==> src/rtl/mem_refill_arbiter.sv <==
// Shares one memory request/response port between the I$ and D$ refill engines.
// Define MEM_REFILL_ARB_RR_EN for round-robin tie-breaking; otherwise D$ always wins ties.
module mem_refill_arbiter #(
  parameter int REFILL_BEATS    = 4,
  parameter int MAX_OUTSTANDING = 2,
  parameter int MEM_ADDR_BITS   = 32,
  parameter int DC_MEM_TAG_BITS = 4,
  parameter int MEM_TAG_BITS    = DC_MEM_TAG_BITS + 2
) (
  input  logic                       clk,
  input  logic                       reset,

  input  logic                       ic_mem_req_val,
  output logic                       ic_mem_req_rdy,
  input  logic [MEM_ADDR_BITS-1:0]   ic_mem_req_addr,
  output logic                       ic_mem_resp_val,
  output logic                       ic_mem_resp_last,

  input  logic                       dc_mem_req_val,
  output logic                       dc_mem_req_rdy,
  input  logic                       dc_mem_req_rw,
  input  logic [MEM_ADDR_BITS-1:0]   dc_mem_req_addr,
  input  logic [DC_MEM_TAG_BITS-1:0] dc_mem_req_tag,
  output logic                       dc_mem_resp_val,
  output logic                       dc_mem_resp_last,
  output logic [DC_MEM_TAG_BITS-1:0] dc_mem_resp_tag,

  output logic                       mem_req_val,
  input  logic                       mem_req_rdy,
  output logic                       mem_req_rw,
  output logic [MEM_ADDR_BITS-1:0]   mem_req_addr,
  output logic [MEM_TAG_BITS-1:0]    mem_req_tag,
  input  logic                       mem_resp_val,
  input  logic [MEM_TAG_BITS-1:0]    mem_resp_tag,

  output logic                       idle,
  output logic                       proto_err
);

  localparam int BEAT_W = (REFILL_BEATS > 1) ? $clog2(REFILL_BEATS) : 1;
  localparam int CNT_W  = $clog2(MAX_OUTSTANDING + 1);
  localparam logic [BEAT_W-1:0] LAST_BEAT = BEAT_W'(REFILL_BEATS - 1);
  localparam logic [CNT_W-1:0]  MAX_CNT   = CNT_W'(MAX_OUTSTANDING);

  typedef enum logic [1:0] {
    GNT_NONE = 2'd0,
    GNT_DC   = 2'd1,
    GNT_IC   = 2'd2
  } grant_e;

  logic [CNT_W-1:0]  rd_cnt_q, rd_cnt_d;
  logic [BEAT_W-1:0] beat_cnt_q, beat_cnt_d;
  logic              ic_pend_q, ic_pend_d;
  logic              proto_err_q, proto_err_d;
  logic              prio;

  grant_e grant;
  logic   slot_free, dc_elig, ic_elig;
  logic   accept, rd_accept;
  logic   resp_fwd, resp_is_ic, beat_last, refill_done;

  // Eligibility looks only at registered counters, so a freed slot shows up next cycle.
  always_comb begin
    slot_free = (rd_cnt_q < MAX_CNT);
    dc_elig   = dc_mem_req_val & (dc_mem_req_rw | slot_free);
    ic_elig   = ic_mem_req_val & slot_free & ~ic_pend_q;
    grant     = GNT_NONE;
    if (dc_elig && ic_elig) begin
      grant = prio ? GNT_IC : GNT_DC;
    end else if (dc_elig) begin
      grant = GNT_DC;
    end else if (ic_elig) begin
      grant = GNT_IC;
    end
  end

  always_comb begin
    mem_req_val    = (grant != GNT_NONE);
    mem_req_rw     = 1'b0;
    mem_req_addr   = '0;
    mem_req_tag    = '0;
    dc_mem_req_rdy = 1'b0;
    ic_mem_req_rdy = 1'b0;
    case (grant)
      GNT_DC: begin
        mem_req_rw                         = dc_mem_req_rw;
        mem_req_addr                       = dc_mem_req_addr;
        mem_req_tag[DC_MEM_TAG_BITS-1:0]   = dc_mem_req_tag;
        dc_mem_req_rdy                     = mem_req_rdy;
      end
      GNT_IC: begin
        mem_req_addr                       = ic_mem_req_addr;
        mem_req_tag[MEM_TAG_BITS-1]        = 1'b1;
        ic_mem_req_rdy                     = mem_req_rdy;
      end
      default: ;
    endcase
  end

  // Beats with nothing outstanding are strays: dropped here and flagged below.
  always_comb begin
    resp_fwd         = mem_resp_val & (rd_cnt_q != '0);
    resp_is_ic       = mem_resp_tag[MEM_TAG_BITS-1];
    beat_last        = (beat_cnt_q == LAST_BEAT);
    refill_done      = resp_fwd & beat_last;
    ic_mem_resp_val  = resp_fwd & resp_is_ic;
    dc_mem_resp_val  = resp_fwd & ~resp_is_ic;
    ic_mem_resp_last = ic_mem_resp_val & beat_last;
    dc_mem_resp_last = dc_mem_resp_val & beat_last;
    dc_mem_resp_tag  = mem_resp_tag[DC_MEM_TAG_BITS-1:0];
  end

  logic unused_tag_bits;
  assign unused_tag_bits = ^mem_resp_tag[MEM_TAG_BITS-2:DC_MEM_TAG_BITS];

  always_comb begin
    accept    = mem_req_val & mem_req_rdy;
    rd_accept = accept & ((grant == GNT_IC) | ((grant == GNT_DC) & ~dc_mem_req_rw));

    rd_cnt_d = rd_cnt_q;
    case ({rd_accept, refill_done})
      2'b10:   rd_cnt_d = rd_cnt_q + CNT_W'(1);
      2'b01:   rd_cnt_d = rd_cnt_q - CNT_W'(1);
      default: rd_cnt_d = rd_cnt_q;
    endcase

    beat_cnt_d = beat_cnt_q;
    if (resp_fwd) begin
      beat_cnt_d = refill_done ? '0 : beat_cnt_q + BEAT_W'(1);
    end

    ic_pend_d = ic_pend_q;
    if (refill_done && resp_is_ic) begin
      ic_pend_d = 1'b0;
    end
    if (accept && (grant == GNT_IC)) begin
      ic_pend_d = 1'b1;
    end

    proto_err_d = proto_err_q | (mem_resp_val & (rd_cnt_q == '0));
  end

`ifdef MEM_REFILL_ARB_RR_EN
  logic prio_q, prio_d;

  // After an accept the loser gets priority; a waiting request keeps its priority.
  always_comb begin
    prio_d = prio_q;
    if (accept) begin
      prio_d = (grant == GNT_DC);
    end
  end

  always_ff @(posedge clk or negedge reset) begin
    if (!reset) begin
      prio_q <= 1'b0;
    end else begin
      prio_q <= prio_d;
    end
  end

  assign prio = prio_q;
`else
  assign prio = 1'b0;
`endif

  always_ff @(posedge clk or negedge reset) begin
    if (!reset) begin
      rd_cnt_q    <= '0;
      beat_cnt_q  <= '0;
      ic_pend_q   <= 1'b0;
      proto_err_q <= 1'b0;
    end else begin
      rd_cnt_q    <= rd_cnt_d;
      beat_cnt_q  <= beat_cnt_d;
      ic_pend_q   <= ic_pend_d;
      proto_err_q <= proto_err_d;
    end
  end

  assign idle      = (rd_cnt_q == '0) && (beat_cnt_q == '0);
  assign proto_err = proto_err_q;

endmodule
==> config.mk <==
export PLATFORM = sky130hd
export DESIGN_NAME = mem_refill_arbiter
export DESIGN_NICKNAME = d
export VERILOG_FILES = /design/src/rtl/mem_refill_arbiter.sv
export SDC_FILE = /design/constraint.sdc
export NUM_CORES = 1
export LEC_CHECK = 0
export ABC_CLOCK_PERIOD_IN_PS = 1700
export BUFFER_PORTS_ARGS = -buffer_cell sky130_fd_sc_hd__buf_2
export CAP_MARGIN = 15
export CELL_PAD_IN_SITES_DETAIL_PLACEMENT = 0
export CELL_PAD_IN_SITES_GLOBAL_PLACEMENT = 1
export CORE_MARGIN = 2
export CORE_UTILIZATION = 17
export DETAILED_ROUTE_END_ITERATION = 7
export HOLD_SLACK_MARGIN = 0.08
export PLACE_DENSITY = 0.88
export SKIP_LAST_GASP = 1
export SLEW_MARGIN = 20
export SYNTH_ARGS = -nofsm -noshare
export SYNTH_HDL_FRONTEND = slang
export SYNTH_SLANG_ARGS = --single-unit
==> constraint.sdc <==
create_clock -name clk -period 1.7 [get_ports clk]
set_input_delay 0.17 -clock clk [delete_from_list [all_inputs] [get_ports clk]]
set_output_delay 0.17 -clock clk [all_outputs]
set_load 0.02 [all_outputs]
# Word level (Yosys, flattened, before mapping)

Cells that the tools add are included.

Equality and inequality tests: 5
Multiplexer cells: 13
Bitwise gates (word level): 19
Order comparisons: 1
$add $sub $neg: 3
Reductions and logical operators: 10

Operators with widths:

| operator            | count |
|---|---|
| $pmux 32 s2         | 1 |
| $and 1x1->1         | 13 |
| $mux 2              | 4 |
| $reduce_bool 2->1   | 4 |
| $eq 2x2->1 const B  | 3 |
| $mux 1              | 6 |
| $add 2x1->2 const B | 2 |
| $eq 2x1->1 const B  | 2 |
| $logic_and 1x1->1   | 4 |
| $logic_not 2->1     | 2 |
| $mux 4              | 1 |
| $pmux 2 s2          | 1 |
| $not 1->1           | 3 |
| $or 1x1->1          | 3 |
| $lt 2x2->1 const B  | 1 |
| $sub 2x1->2 const B | 1 |

Output and inout bits: 52
Register bits after elaboration: 6
Word-level logic and storage cells: 55
Input bits: 81

# Longest topological paths before layout

Gate-level depths: netlist of the first run.

Depth in word-level cells: 12
Mapped depth: 7
Depth with buffers taken out: 7

# Least setup slack after synthesis of the first run

No wires, ideal clock.

Path type: reg2reg
From: register rd_cnt_q[1]
To: register rd_cnt_q[1]
Clock period less this slack: 1495 ps
Setup slack: 205 ps
Data required time: 1621 ps
Arrival time: 1416 ps
Stages on the path, launching flop included: 7
Buffers on the path: 1
Setup time: 79 ps
Path through: dfrtp_1 buf_6 o21a_1 and2_1 ha_1 nor2_1 xor2_1

Cells in the longest elaborated chain, start to end: 12
Elaborated cells on any way between the ends: 25
Classes of those cells: 2 x add/sub; 1 x order compare; 4 x eq/ne; 4 x mux; 10 x bitwise; 4 x reduce/logical

RTL lines:

| item                                            | RTL line | text |
|---|---|---|
| start, declared                                 | 51       | `logic [CNT_W-1:0] rd_cnt_q, rd_cnt_d;` |
| start signal, assigned                          | 174      | `rd_cnt_q <= rd_cnt_d;` |
| $lt 2x2->1                                      | 64       | `slot_free = (rd_cnt_q < MAX_CNT);` |
| $and 1x1->1 (2 in a row)                        | 66       | `ic_elig = ic_mem_req_val & slot_free & ~ic_pend_q;` |
| $mux 2                                          | 72       | `end else if (ic_elig) begin` |
| $mux 2                                          | 70       | `end else if (dc_elig) begin` |
| $mux 2                                          | 68       | `if (dc_elig && ic_elig) begin` |
| $eq 2x1->1                                      | 118      | `rd_accept = accept & ((grant == GNT_IC) \| ((grant == GNT_DC) & ~dc_mem_req_rw));` |
| $and 1x1->1                                     | 118      |  |
| $or 1x1->1                                      | 118      |  |
| $and 1x1->1                                     | 118      |  |
| $eq 2x1->1 or $eq 2x2->1 (tied branches)        | 121      | `case ({rd_accept, refill_done})` |
| $pmux 2 s2 or $reduce_bool 2->1 (tied branches) | --       |  |

Several ways; a longest one is shown, not always the timed one.
A chain may end at the register's enable or synchronous reset.

# Worst setup path after layout of the first run

From: register ic_pend_q
To: output port mem_req_addr[1]

Cells in the longest elaborated chain, start to end: 7
Elaborated cells on any way between the ends: 9
Classes of those cells: 2 x eq/ne; 4 x mux; 2 x bitwise; 1 x reduce/logical

RTL lines:

| item                                     | RTL line | text |
|---|---|---|
| start, declared                          | 53       | `logic ic_pend_q, ic_pend_d;` |
| start signal, assigned                   | 176      | `ic_pend_q <= ic_pend_d;` |
| $not 1->1 *                              | 66       |  |
| $and 1x1->1 *                            | 66       |  |
| $mux 2                                   | 72       |  |
| $mux 2                                   | 70       |  |
| $mux 2 *                                 | 68       |  |
| $eq 2x2->1 or $eq 2x1->1 (tied branches) | 84       | `case (grant)` |
| $pmux 32 s2 *                            | 84       |  |
| end, declared                            | 31       | `output logic [MEM_ADDR_BITS-1:0] mem_req_addr,` |

Every way passes the cells marked *; elsewhere a longest branch is shown, timed or not.

==> summary.txt, run 1 <==
Status = complete, no violations
RSZ-0062 raised after global routing = yes
Required @ worst endpoint = 1.53 ns
Post-Synth XOR/XNOR Area = 0.03158
Endpoint class of the critical path = primary output
Number of synthesis warnings = 0
Main area contributors after synthesis = a22o_1, dfrtp_1, buf_6
EDFF count, synth = 0
CTS Root Cell = clkbuf_8
Placed Area = 1479 um2
Final WL = 3307 um
Final period util = 0.9947
Design area = 1769 um2
Vias/cell = 4.245
Clock sink total = 6
Gate power share = 0.702
Initial antenna violation count = 0
Setup TNS = 0 ns
Switching pwr = 693.2 uW
Die Wd = 73.96 um
Post-synth top area share = 0.3368
Congestion Overflow GR = 0
Sequential element share of the synthesized area = 0.1805
Largest family of logic cells by synthesized area = compound AO/OA/AOI/OAI gates
Clock-pin slew on the worst setup and hold paths = 0.04 ns
Minimum clock period after layout = 1.691 ns
Fraction of layout cells with a size suffix above 1 = 0.6465
VDD IR max = 0.5960 mV
Total core area = 4723 um2
First drt pass iteration count = 4
Post-DP HPWL = 2465 um
Pint = 946.3 uW
Final ANT Viol Nets = 0
Top cells by count, synth = a22o_1, and2_1, buf_4, buf_6, dfrtp_1
Average size of a mapped cell = 9.143 um2
Global-route wire length before repair = 4064 um
Gpl congestion = 0.7406
Cell family with most CP delay = buffers and inverters
Mux cell area share after synthesis = 0.01203
Compound-Gate Fraction of Synth Area = 0.4060
Post-Synth Adder-Cell Area = 0.04511
Core Rows = 25
Area growth syn-to-layout = 112.6%
CP Class = flip-flop to primary output
PortBufs = 122
WHS = 0.1918 ns
Slowest CP cell = dfrtp_1
CP cell instances = nand2b_4, nor3_4, buf_12, clkbuf_16, a22o_1, buf_4
Wire per inst = 11.73 um
Synth unique cells = 26
Critical Path AT = 1.52 ns
Max-cap violations = 0
Mapped cell area = 832.0 um2
Die Y = 73.96 um
Simple-gate share of the synthesized area = 0.1609
Die area = 5470 um2
Inserted Clock Buffers = 3
Largest net degree at the start of global routing = 39
# setup viols final = 0
Initial Util = 0.1762
Post-synthesis cell count = 91
PwrDens = 926.6 nW/um2
Worst-case clock buffer depth = 2
GRT Total Usage = 0.09361
Io pins = 133
#FFs+latches synth = 6
Worst Hold Class = input port to flip-flop
Vias = 1,197
Worst-Skew Late Latency = 0.22 ns
Nets@finish = 301
Setup crit start kind = flip-flop
Biggest area consumer among synthesized cells = a22o_1
Hold Crit Depth = 2
Switch share = 0.4228
Slew Viols, Final = 0
Clock Skew = 0.001946 ns
Sequential Power Share = 0.168
N_diodes = 0
Crit. path cell count = 6
DRT iter0 DRCs = 19
Vias in the first global route = 968
H-tree depth = 1
Clk network pwr share = 0.130
Delay of the slowest critical-path stage = 0.37 ns
Sum of buffers and inverters on the critical path = 3
Register-to-Register Path Depth = 5
Crit-path max FO = 6
CTS tree = yes
Hold Fails Final Rpt = 0
Count leader, synth = a22o_1
Ys flop type = dfrtp_1
Post-synth ARST share = 1.000
Syn Nets = 175
Leakage power = 1.002 nW
DRC viols = 0
Fmax = 591.4 MHz
## what timing repair did
item / CTS / global route
setup endpoints to repair: 0 / 14
gates resized for setup: 0 / 44
endpoints found under the hold margin: 6 / 0
buffers inserted: 0 / 2
hold buffers: 1 / 0
## power by group through the flow
stage               Combinational (mW)  Clock [mW]  Sequential, mW
floorplan                        0.698           0           0.242
global placement                 0.958           0           0.274
detailed placement               0.970           0           0.276
CTS                              0.976       0.220           0.275
global route                      1.25       0.227           0.283
finish                            1.15       0.213           0.275
## layout make-up
type,instances,area (um2)
Clock buffer,3,41.29
Fill cell,486,2954
Inverter,4,15.01
Multi-Input combinational cell,68,556.8
Sequential cell,6,150.1
Tap cell,67,83.83
Timing Repair Buffer,134,922.1
## cells in the final DEF (no fill, tap or decap), types with 4 or more instances in the layout
cell,n
buf_2,93
inv_1,4
dfrtp_1,6
buf_4,20
and2_1,10
a22o_1,32
buf_6,13
## worst paths after layout
kind	from	to	slack (ns)
setup / recovery	ic_pend_q	mem_req_addr[1]	0.009
hold / removal	mem_resp_val	proto_err	0.19
setup reg to reg	rd_cnt_q[1]	rd_cnt_q[1]	0.16
hold reg to reg	proto_err	proto_err	0.45
max in group asynchronous	reset	beat_cnt_q[0]	1.25
min in group asynchronous	reset	proto_err	0.30
## per-layer routing
| metal | share of wire | track usage | vias to the layer above |
|---|---|---|---|
| li1 | - | - | 588 |
| met1 | 0.37 | 0.1075 | 521 |
| met2 | 0.51 | 0.1736 | 82 |
| met3 | 0.098 | 0.01897 | 6 |
| met4 | 0.013 | 0.02828 | 0 |
| met5 | 0 | 0 | - |
## flip-flops by register name, indices dropped and copies added (netlist names)
| register | flops |
|---|---|
| rd_cnt_q | 2 |
| beat_cnt_q | 2 |
| ic_pend_q | 1 |
| proto_err | 1 |
## logic make-up (layout without fill, tap and decap cells)
kind of cell,after synthesis,count (layout)
xor+xnor,3,3
fa+ha+maj,3,3
simple gates,20,20
flops,6,6
other cells,1,1
mux,1,1
buf+inv,17,141
compound gates,40,40
## per-stage QoR
stage | utilization | total power [mW] | cells | worst slack (ns)
after floorplan | - | 0.9403 | 91 | 0.2048
after global placement | 0.3131 | 1.232 | 272 | 0.1932
after detailed placement | 0.3131 | 1.246 | 272 | 0.1534
after CTS | 0.3240 | 1.470 | 276 | 0.03016
after global routing | 0.3746 | 1.763 | 282 | -0.04909
final | 0.3746 | 1.639 | 282 | 0.008962
## worst reg2reg max path: stages, from the launching register on
cell	delay, ns
dfrtp_1	0.47
o21a_1	0.22
and2_1	0.16
ha_1	0.32
nor2_1	0.14
xor2_1	0.15
Note: power is estimated with default switching activity, not from simulation.
==> inputs of run 2 (changes only) <==
- ABC_AREA: not set -> 1
- PLACE_DENSITY: 0.88 -> 0.89
==> run 2 against run 1 <==
Effect of this change:
- synthesized cell count grew 97%
- count of clock-buffer cells in the layout unchanged
- final area up 0.99%
- cell count increased by 32%
- fmax up 3.9%
- critical path depth is 1 higher
- setup slack better by 0.063 ns
==> summary.txt, run 2 <==
Status = complete, no violations (unchanged)
Vias/cell = 4.035 (was 4.245)
Tot Pwr = 1.794 mW (was 1.639 mW)
Hold Crit Depth = 3 (was 2)
Most frequent cells in the layout = buf_2, nand2_1, nand3_1 (was buf_2, a22o_1, buf_4)
Area growth syn-to-layout = 88.89% (was 112.6%)
Clock-pin slew on the worst setup and hold paths = 0.04 ns (about the same)
Final period util = 0.9575 (was 0.9947)
Vias in the first global route = 1,268 (was 968)
Register-to-Register Path Depth = 9 (was 5)
Average size of a mapped cell = 5.284 um2 (was 9.143 um2)
Congestion Overflow GR = 0 (unchanged)
DRC viols = 0 (unchanged)
Final WL = 3918 um (was 3307 um)
PwrDens = 1004 nW/um2 (was 926.6 nW/um2)
Endpoint class of the critical path = primary output (unchanged)
#FFs+latches synth = 6 (unchanged)
FF-to-FF Start = rd_cnt_q[1] (unchanged)
Sequential element share of the synthesized area = 0.1587 (was 0.1805)
Post-synthesis cell count = 179 (was 91)
Slew Viols, Final = 0 (unchanged)
Count leader, synth = nand2_1 (was a22o_1)
H-tree depth = 1 (unchanged)
Inserted Clock Buffers = 3 (unchanged)
Reg-to-reg endpoint = rd_cnt_q[1] (unchanged)
Final ANT Viol Nets = 0 (unchanged)
CP cell instances = inv_2, o21ai_4, buf_4, clkbuf_16, nand3_1, nand2_1, buf_2 (was nand2b_4, nor3_4, buf_12, clkbuf_16, a22o_1, buf_4)
Gpl congestion = 0.7734 (was 0.7406)
CP Class = flip-flop to primary output (unchanged)
Gate power share = 0.727 (was 0.702)
Slowest CP cell = dfrtp_2 (was dfrtp_1)
Critical Path AT = 1.46 ns (was 1.52 ns)
PortBufs = 122 (unchanged)
Initial Util = 0.1739 (was 0.1762)
Cell family with most CP delay = buffers and inverters (unchanged)
Critical Path Source = rd_cnt_q[1] (was ic_pend_q)
Vias = 1,501 (was 1,197)
Initial antenna violation count = 0 (unchanged)
Sequential Power Share = 0.151 (was 0.168)
# setup viols final = 0 (unchanged)
Worst-Skew Late Latency = 0.23 ns (was 0.22 ns)
Fmax = 614.4 MHz (was 591.4 MHz)
End of the critical path = mem_req_addr[25] (was mem_req_addr[1])
Total core area = 5439 um2 (was 4723 um2)
Clock sink total = 6 (unchanged)
Io pins = 133 (unchanged)
Switch share = 0.5060 (was 0.4228)
Delay of the slowest critical-path stage = 0.42 ns (was 0.37 ns)
Post-synth ARST share = 1.000 (unchanged)
Sum of buffers and inverters on the critical path = 4 (was 3)
Post-synth top area share = 0.2976 (was 0.3368)
RSZ-0062 raised after global routing = yes (unchanged)
CTS Root Cell = clkbuf_8 (unchanged)
Core Rows = 27 (was 25)
Number of synthesis warnings = 0 (unchanged)
Clk network pwr share = 0.122 (was 0.130)
Largest net degree at the start of global routing = 33 (was 39)
Required @ worst endpoint = 1.53 ns (about the same)
N_diodes = 0 (unchanged)
Syn Nets = 263 (was 175)
Nets@finish = 386 (was 301)
Flop-to-flop setup slack = 0.16 ns (about the same)
Commonest non-fill, non-tap cell in the layout = buf_2 (unchanged)
Mapped cell area = 945.9 um2 (was 832.0 um2)
Global-route wire length before repair = 5471 um (was 4064 um)
CTS tree = yes (unchanged)
DRT iter0 DRCs = 21 (was 19)
Die Y = 78.60 um (was 73.96 um)
Max-cap violations = 0 (unchanged)
Clock Skew = 0.005660 ns (was 0.001946 ns)
Setup crit start kind = flip-flop (unchanged)
Die area = 6177 um2 (was 5470 um2)
Main area contributors after synthesis = nand2_1, nand3_1, dfrtp_1 (was a22o_1, dfrtp_1, buf_6)
Minimum clock period after layout = 1.628 ns (was 1.691 ns)
Ys flop type = dfrtp_1 (unchanged)
Crit-path max FO = 11 (was 6)
Top cells by count, synth = nand2_1, nand3_1, inv_1, nor2_1, buf_2 (was a22o_1, and2_1, buf_4, buf_6, dfrtp_1)
Wire per inst = 10.53 um (was 11.73 um)
EDFF count, synth = 0 (unchanged)
VDD IR max = 0.2886 mV (was 0.5960 mV)
Biggest area consumer among synthesized cells = nand2_1 (was a22o_1)
Fraction of layout cells with a size suffix above 1 = 0.4767 (was 0.6465)
Post-DP HPWL = 2833 um (was 2465 um)
Die Wd = 78.60 um (was 73.96 um)
Switching pwr = 907.9 uW (was 693.2 uW)
Worst-case clock buffer depth = 2 (unchanged)
Leakage power = 1.186 nW (was 1.002 nW)
Worst Hold Class = input port to flip-flop (unchanged)
Hold Fails Final Rpt = 0 (unchanged)
Crit. path cell count = 7 (was 6)
Post-Route Utilization = 0.3285 (was 0.3746)
Regs by FF count = beat_cnt_q (2), rd_cnt_q (2) (unchanged)
Pint = 886.5 uW (was 946.3 uW)
Synth unique cells = 18 (was 26)
First drt pass iteration count = 4 (unchanged)
GRT Total Usage = 0.1082 (was 0.09361)
==> run 2: changes by cell type after synthesis, moves of 7 or more <==
| cell | before | now |
|---|---|---|
| and2_1 | 10 | 0 |
| nand2_1 | 1 | 75 |
| a22o_1 | 32 | 0 |
| inv_1 | 4 | 20 |
| nor2_1 | 3 | 13 |
| nand3_1 | 0 | 36 |
| buf_2 | 1 | 8 |
==> run 2: layout make-up <==
class	count	area, um2
Clock buffer	3	41.29
Fill cell	604	3652
Inverter	21	81.33
Multi-Input combinational cell	137	636.9
Sequential cell	6	151.4
Tap cell	72	90.09
Timing Repair Buffer	133	785.8
==> run 2: cell families (layout without fill, tap and decap cells) <==
group / Yosys count / after routing / synth area share
buffers and inverters: 36 / 157 / 0.1892
xor gates and xnor gates: 1 / 1 / 0.009261
DFF: 6 / 6 / 0.1587
AOI/OAI and AO/OA: 5 / 5 / 0.03969
adders and majority gates: 3 / 3 / 0.03969
and+or+nand+nor: 127 / 127 / 0.5595
other: 1 / 1 / 0.003964
==> run 2: what timing repair did <==
action	in CTS	in global routing
hold buffers	1	0
gates resized for setup	0	22
hold endpoints to repair	6	0
endpoints found under the setup margin	0	34
setup buffers	0	2
==> run 2: worst min-delay path by stage <==
| stage | start | end |
|---|---|---|
| detailed placement | reset | proto_err |
| global route | mem_resp_val | proto_err |
| finish | mem_resp_val | proto_err |
| global placement | reset | proto_err |
| floorplan | reset | beat_cnt_q[0] |
| CTS | mem_resp_val | proto_err |
==> run 2: metal layers <==
layer	share of wire	wire length, um	up-vias	GRT usage
li1	-	-	792	-
met1	0.39	1525	629	0.1271
met2	0.51	1980	73	0.1906
met3	0.091	355	7	0.02184
met4	0.015	57	0	0.04386
met5	0	0	-	0
==> run 2: per-stage QoR <==
stage	std cells	instance area, um2	setup TNS, ns	hold slack, ns	setup slack, ns
2_1_floorplan	179	945.9	0	-0.1256	0.04831
3_3_place_gp	364	1604	0	-0.001644	0.2023
3_5_place_dp	364	1604	0	0.0002307	0.1684
4_1_cts	368	1655	0	0.2262	0.001133
5_1_grt	372	1787	-0.2468	0.2389	-0.04298
6_report	372	1787	0	0.2340	0.07231
==> run 2: worst min-delay path, cell delays in order <==
cell and delay [ns]:
buf_2 0.10, inv_1 0.06, o21bai_1 0.07
==> run 2: power groups by stage <==
stage,clock network [mW],logic [mW],registers [mW]
2_1_floorplan,0,0.778,0.249
3_3_place_gp,0,1.16,0.259
3_5_place_dp,0,1.16,0.257
4_1_cts,0.228,1.17,0.259
5_1_grt,0.238,1.44,0.279
6_report,0.218,1.30,0.272
